===== src/rtl/sysid_pkg.sv =====
// sysid_pkg: shared types and constants for the system-ID checker.
// Holds the FSM state enum, slave word addresses and default expected values.
package sysid_pkg;

  typedef enum logic [2:0] {
    IDLE,
    RD_ID,
    RD_TS,
    CHECK,
    DONE
  } state_t;

  localparam logic SYSID_ADDR_ID = 1'b0;
  localparam logic SYSID_ADDR_TS = 1'b1;

  localparam logic [31:0] SYSID_DEF_ID = 32'h0000_0000;
  localparam logic [31:0] SYSID_DEF_TS = 32'h583F_5A44;

endpackage


===== src/rtl/sysid_read_port.sv =====
// sysid_read_port: issues one fixed-latency read of READ_LATENCY+1 cycles.
// Ports: clock, reset, go/go_addr (start), rdata in; read/address out, cap/data.
import sysid_pkg::*;

module sysid_read_port #(
  parameter int READ_LATENCY = 0
) (
  input  logic        clock,
  input  logic        reset,
  input  logic        go,
  input  logic        go_addr,
  input  logic [31:0] rdata,
  output logic        read,
  output logic        address,
  output logic        cap,
  output logic [31:0] data
);

  localparam logic [2:0] LAST = 3'(READ_LATENCY);

  logic [2:0] cnt;

  // cap marks the final cycle of the window; data is sampled on its edge
  assign cap  = read && (cnt == LAST);
  assign data = rdata;

  // a go arriving with cap chains the next word without a gap
  always_ff @(posedge clock or posedge reset) begin
    if (reset) begin
      read    <= 1'b0;
      address <= SYSID_ADDR_ID;
      cnt     <= 3'd0;
    end else if (go) begin
      read    <= 1'b1;
      address <= go_addr;
      cnt     <= 3'd0;
    end else if (cap) begin
      read    <= 1'b0;
      address <= SYSID_ADDR_ID;
      cnt     <= 3'd0;
    end else if (read) begin
      cnt <= cnt + 3'd1;
    end
  end

endmodule


===== config.mk =====
export PLATFORM = sky130hd
export DESIGN_NAME = sysid_read_port
export DESIGN_NICKNAME = d
export VERILOG_FILES = /design/src/rtl/sysid_pkg.sv /design/src/rtl/sysid_read_port.sv
export SDC_FILE = /design/constraint.sdc
export NUM_CORES = 1
export LEC_CHECK = 0
export CORE_MARGIN = 3
export CORE_UTILIZATION = 25
export CTS_CLUSTER_SIZE = 20
export DETAILED_ROUTE_END_ITERATION = 10
export PLACE_DENSITY_LB_ADDON = 0.05
export SYNTH_ARGS = -nofsm -noshare
export SYNTH_HDL_FRONTEND = slang
export SYNTH_SLANG_ARGS = --single-unit

===== constraint.sdc =====
create_clock -name clock -period 3.1 [get_ports clock]
set_input_delay 0.93 -clock clock [delete_from_list [all_inputs] [get_ports clock]]
set_output_delay 0.93 -clock clock [all_outputs]
set_load 0.005 [all_outputs]

==> results of run 1 <==
per-stage QoR:
| stage | utilization (%) | std cells |
|---|---|---|
| final | 20.6 | 62 |
| after global routing | 20.6 | 62 |
| after CTS | 20.6 | 62 |
| after detailed placement | 19.2 | 58 |
| after global placement | 19.2 | 58 |
| after floorplan | - | 59 |
layout make-up:
| type | instances | area [um^2] |
|---|---|---|
| timing repair buffer | 6 | 60.1 |
| sequential | 5 | 125 |
| inverter | 4 | 15.0 |
| tap | 25 | 31.3 |
| clock buffer | 4 | 26.3 |
| fill | 212 | 1430 |
| multi-input combinational | 18 | 114 |
cell usage in the layout (no fill, tap or decap), drive strengths merged:
cell / instances
clkdlybuf4s50: 6
dfrtp: 5
inv: 4
nand2: 4
clkbuf: 4
nor2: 3
nand3: 2
a21oi: 2
o21ai: 2
ha: 2
nand2b: 1
mux2i: 1
a21o: 1
power by group through the flow:
stage / logic (mW) / registers, mW / clock network, mW
finish: 0.0141 / 0.0687 / 0.0756
global route: 0.0158 / 0.0691 / 0.0817
CTS: 0.0147 / 0.0687 / 0.0780
detailed placement: 0.0145 / 0.0697 / 0
global placement: 0.0149 / 0.0699 / 0
floorplan: 0.0372 / 0.0696 / 0
sequential cells by signal, summed over array words and instances, names as in the netlist:
signal / cells
read: 1
address: 1
cnt: 3
worst paths after layout:
kind / to / slack, ps / cells after the start
min: address$_DFFE_PP0P_ / 550 / 2
max in group asynchronous: address$_DFFE_PP0P_ / 2030 / 2
max reg2reg: read$_DFFE_PP0P_ / 2030 / 4
max: cap / 580 / 5
min in group asynchronous: read$_DFFE_PP0P_ / 890 / 2
min reg2reg: address$_DFFE_PP0P_ / 550 / 2
synthesized netlist by cell type:
cell type	instances	area (um^2)
dfrtp_1	5	125
mux2i_1	1	10.0
ha_1	2	25.0
nand2_1	4	15.0
nor2_1	3	11.3
nand2b_4	1	13.8
buf_4	32	240
a21o_2	1	8.76
inv_1	4	15.0
o21ai_1	2	10.0
nand3_1	2	10.0
a21oi_1	2	10.0
cell families (layout without fill, tap and decap cells):
| group | after synthesis | count (layout) | share of synthesized area (%) |
|---|---|---|---|
| AO/OA/AOI/OAI | 5 | 5 | 5.82 |
| multiplexers | 1 | 1 | 2.03 |
| buffers and inverters | 36 | 14 | 51.6 |
| flip-flops | 5 | 5 | 25.3 |
| adder cells (fa/ha/maj) | 2 | 2 | 5.06 |
| AND/OR/NAND/NOR | 10 | 10 | 10.1 |
per-layer routing:
layer | up-vias | share of wire, % | GRT usage (%)
met4 | 0 | 3.3 | 8.07
met5 | - | 0 | 0
met2 | 14 | 42 | 8.70
met3 | 10 | 20 | 3.56
met1 | 102 | 34 | 5.60
li1 | 106 | - | -
worst min-delay path, cell delays in order (launching register included):
cell and delay, ps:
dfrtp_1 340, o21ai_1 70, o21ai_1 100
==> results.yml, run 1 <==
flow_run:
  drv_cap: 0
power_and_ir_drop:
  p_leak_nw: 0.173
  finalPower_mw: 0.158
  p_comb_share_pct: 8.9
  irDropWorstVdd_mv: 0.161
  clock_power_share_pct: 47.7
  internal_power_mw: 0.124
  p_switching_mw: 0.0340
  power_frac_seq_pct: 43.4
  pwr_density_cell_nw_per_um2: 426
  swShare_pct: 21.5
die:
  core_area_um2: 1800
  start_util_pct: 27.4
  die_area_um2: 2550
  rows: 15
  die_x_um: 50.5
  io_pins: 71
  die_h_um: 50.5
cells_and_area:
  drive_above_1_share_pct: 13.5
  antennaDiodeCount: 0
  fin_area_um2: 372
  syn_to_final_growth_pct: -24.8
  nNetsFinal: 76
critical_path:
  worst-setup-path-type: "register to output pin"
  cpLargestDelayFamily: "buffers and inverters"
  slowest_delay_ps: 510
  cp_data_arrival_time_ps: 1590
  cp.required_ps: 2170
  critical_path.slowest_cell: "clkdlybuf4s50_1"
  worstSetupEndpointType: "output pin"
  crit_fanout: 5
  path_cells: "inv_1, ha_1, nand2b_4, nor2_1, clkdlybuf4s50_1"
  worstSetupStartpointType: "register"
  crit-reg2reg-launch: "cnt[0]$_DFFE_PP0P_"
  cp.buffers_inverters: 2
  crit_path_start: "cnt[0]$_DFFE_PP0P_"
clock_network:
  cts_hold_buffers: 0
  path_clk_slew_ps: 40
  cts_buffer_depth: 2
  cts_sinks: 5
  insertion_delay_ps: 240
  cts_tree: "yes"
  h-tree-depth: 1
  cts_resized: 0
  cts-root-buf: "clkbuf_4"
  postCtsSetupBuffers: 0
  numCtsBuffers: 3
sta:
  whs_ps: 551
  finalHoldViolations: 0
  clock.fmax_mhz: 397
  setup_violations: 0
  skew_ps: 0.443
  worstMarginPinSlew_ps: 215
  max_slew_margin_pct: 85.7
  fin_crit_ps: 2520
  rsz0062_at_grt: "no"
  period_share_pct: 81.3
  setup_ws_ps: 581
  finalSetupTns_ps: 0
  slew_violations: 0
drt:
  routed_wl_um: 706
  wl_per_cell_um: 11.4
  first_iter_violations: 2
  firstDrtPassIters: 3
  ant_nets: 0
  drc: 0
  vias: 232
  vias_per_cell: 3.74
global_route:
  track_usage_pct: 6.25
  grt_remaining_overflow: 0
  grt_antenna_before_repair: 0
  grt_pass1_wl_um: 1170
  grt_max_degree: 7
  grt_pass1_vias: 283
placed_design:
  placedInstanceArea_um2: 345
  io_buffers: 6
  dp_slack_ps: 828
  dp_hpwl_um: 575
  place.gp.congestion: 0.639
synthesis:
  synth_cell_types: 12
  ys_warn_count: 0
  synth-seq-cells: 5
  synth_area_um2: 494
  seq_area_frac_synth_pct: 25.3
  synth_area_per_cell_um2: 8.38
  synth_nets: 97
  synthCells: 59
status:
  status: "finished, final reports clean"
worst_hold_path:
  hp-class: "register to register"
  worstHoldStart: "address$_DFFE_PP0P_"
(Power assumes the default switching activity.)
==> run 2: changes to the inputs <==
- CORE_UTILIZATION: 25 -> 21
- clock period: 3.1 -> 2.05 ns (I/O delays scaled with it)
==> run 2 against run 1 <==
- clock skew is 0.94 ps higher
- die area is 17% higher
- flip-flop and latch count stayed put
- first-iteration DRC count is 100% lower
- worst setup slack worse by 390 ps
- register-to-register slack worse by 1100 ps
- highest routed layer unchanged
- combinational power is 68% higher
- final cell count is 8.1% higher
- critical path depth stayed put
==> results.yml, run 2 (synthesis results as in run 1) <==
status:
  status: "finished, final reports clean"
drt:
  routed_wl_um: 781
  vias: 246
  drc: 0
  ant_nets: 0
  vias_per_cell: 3.67
  wl_per_cell_um: 11.7
  first_iter_violations: 0
  firstDrtPassIters: 1
critical_path:
  worstSetupEndpointType: "output pin"
  worst-setup-path-type: "register to output pin"
  cp_data_arrival_time_ps: 1250
  cp.required_ps: 1430
  crit_fanout: 5
  critical_path.slowest_cell: "dfrtp_1"
  path_cells: "inv_2, ha_4, nand2b_4, nor2_1, dlygate4sd2_1"
  worstSetupStartpointType: "register"
  regToRegSetupSlack_ps: 910
  slowest_delay_ps: 390
die:
  core_area_um2: 2080
  rows: 16
  die_x_um: 54.5
  io_pins: 71
  die_area_um2: 2970
  die_h_um: 54.5
  start_util_pct: 23.7
sta:
  worstMarginPinSlew_ps: 224
  finalHoldViolations: 0
  max_slew_margin_pct: 85.1
  finalSetupTns_ps: 0
  period_share_pct: 90.7
  clock.fmax_mhz: 538
  setup_violations: 0
  skew_ps: 1.38
  fin_crit_ps: 1860
  slew_violations: 0
  setup_ws_ps: 190
  rsz0062_at_grt: "no"
clock_network:
  cts-root-buf: "clkbuf_4"
  cts_hold_buffers: 0
  cts_tree: "yes"
  cts_sinks: 5
  numCtsBuffers: 3
  insertion_delay_ps: 240
  h-tree-depth: 1
  cts_buffer_depth: 2
  path_clk_slew_ps: 40
global_route:
  grt_pass1_wl_um: 1280
  met1_usage_pct: 7.00
  grt.busiest_layer: "met2"
  track_usage_pct: 6.55
  grt_max_degree: 7
  gr-usage-met2_pct: 9.16
  grt_remaining_overflow: 0
  met3_usage_pct: 2.45
  grt_pass1_vias: 295
  grt_antenna_before_repair: 0
placed_design:
  dp_hpwl_um: 529
  place.gp.congestion: 0.625
  dp_slack_ps: 88.0
  io_buffers: 6
cells_and_area:
  nNetsFinal: 79
  final_cell_mix: "dfrtp_1 (5), clkdlybuf4s50_1 (5), nand2_1 (4)"
  drive_above_1_share_pct: 27.5
  reg.largest.list: "cnt: 3 flops, address: 1 flops, read: 1 flops"
  largest_register_ffs: 3
  antennaDiodeCount: 0
  syn_to_final_growth_pct: -17.5
  regMostFlops: "cnt"
power_and_ir_drop:
  pwr_density_cell_nw_per_um2: 589
  irDropWorstVdd_mv: 0.232
  finalPower_mw: 0.240
  p_leak_nw: 0.192
worst_hold_path:
  hp-class: "register to register"
flow_run:
  drv_cap: 0
-- run 2: cell count changes in the layout (fill, tap and decap cells not counted), sizes merged --
| cell | before | now |
|---|---|---|
| clkdlybuf4s50 | 6 | 5 |
| buf | 0 | 3 |
| dlygate4sd2 | 0 | 1 |
-- run 2: worst paths after layout --
check | startpoint | endpoint | cells past startpoint
setup / recovery | cnt[1]$_DFFE_PP0P_ | cap | 5
hold / removal | address$_DFFE_PP0P_ | address$_DFFE_PP0P_ | 2
setup reg to reg | cnt[0]$_DFFE_PP0P_ | cnt[2]$_DFFE_PP0P_ | 5
hold reg to reg | address$_DFFE_PP0P_ | address$_DFFE_PP0P_ | 2
max in group asynchronous | reset | cnt[2]$_DFFE_PP0P_ | 2
min in group asynchronous | reset | cnt[0]$_DFFE_PP0P_ | 2
-- run 2: layer usage --
metal / vias up / wire length, um / part of all wire (%)
li1: 112 / - / -
met1: 119 / 308 / 39
met2: 11 / 382 / 49
met3: 4 / 82 / 10
met4: 0 / 8 / 1.0
met5: - / 0 / 0
-- run 2: worst max-delay path: cells and delay by family, from the launching register on --
kind | cells | cell delay, ps
flops | 1 | 390
buf+inv | 2 | 320
fa+ha+maj | 1 | 150
simple gates | 2 | 150
-- run 2: what timing repair did --
| action | in CTS | in global routing |
|---|---|---|
| setup buffers | 2 | 0 |
| setup endpoints to repair | 1 | 0 |
| resized for setup | 5 | 0 |
-- run 2: final cells by class --
class	count	area, um^2
Tap cell	27	33.8
Inverter	4	15.0
Fill cell	253	1670
Clock buffer	4	26.3
Timing Repair Buffer	9	81.3
Sequential cell	5	125
Multi-Input combinational cell	18	126
-- run 2: power breakdown --
| part | total (mW) | switching [mW] | internal, mW |
|---|---|---|---|
| Sequential | 0.103 | 0.00129 | 0.102 |
| Clock | 0.114 | 0.0404 | 0.0736 |
| Combinational | 0.0237 | 0.0102 | 0.0135 |
| Total | 0.240 | 0.0518 | 0.189 |
-- run 2: metrics by stage --
step           hold WS, ps  instance area (um^2)  cells  utilization [%]
2_1_floorplan          394                   494     59                -
3_3_place_gp           542                   355     61             17.1
3_5_place_dp           546                   355     61             17.1
4_1_cts                564                   408     67             19.6
5_1_grt                589                   408     67             19.6
6_report               549                   408     67             19.6
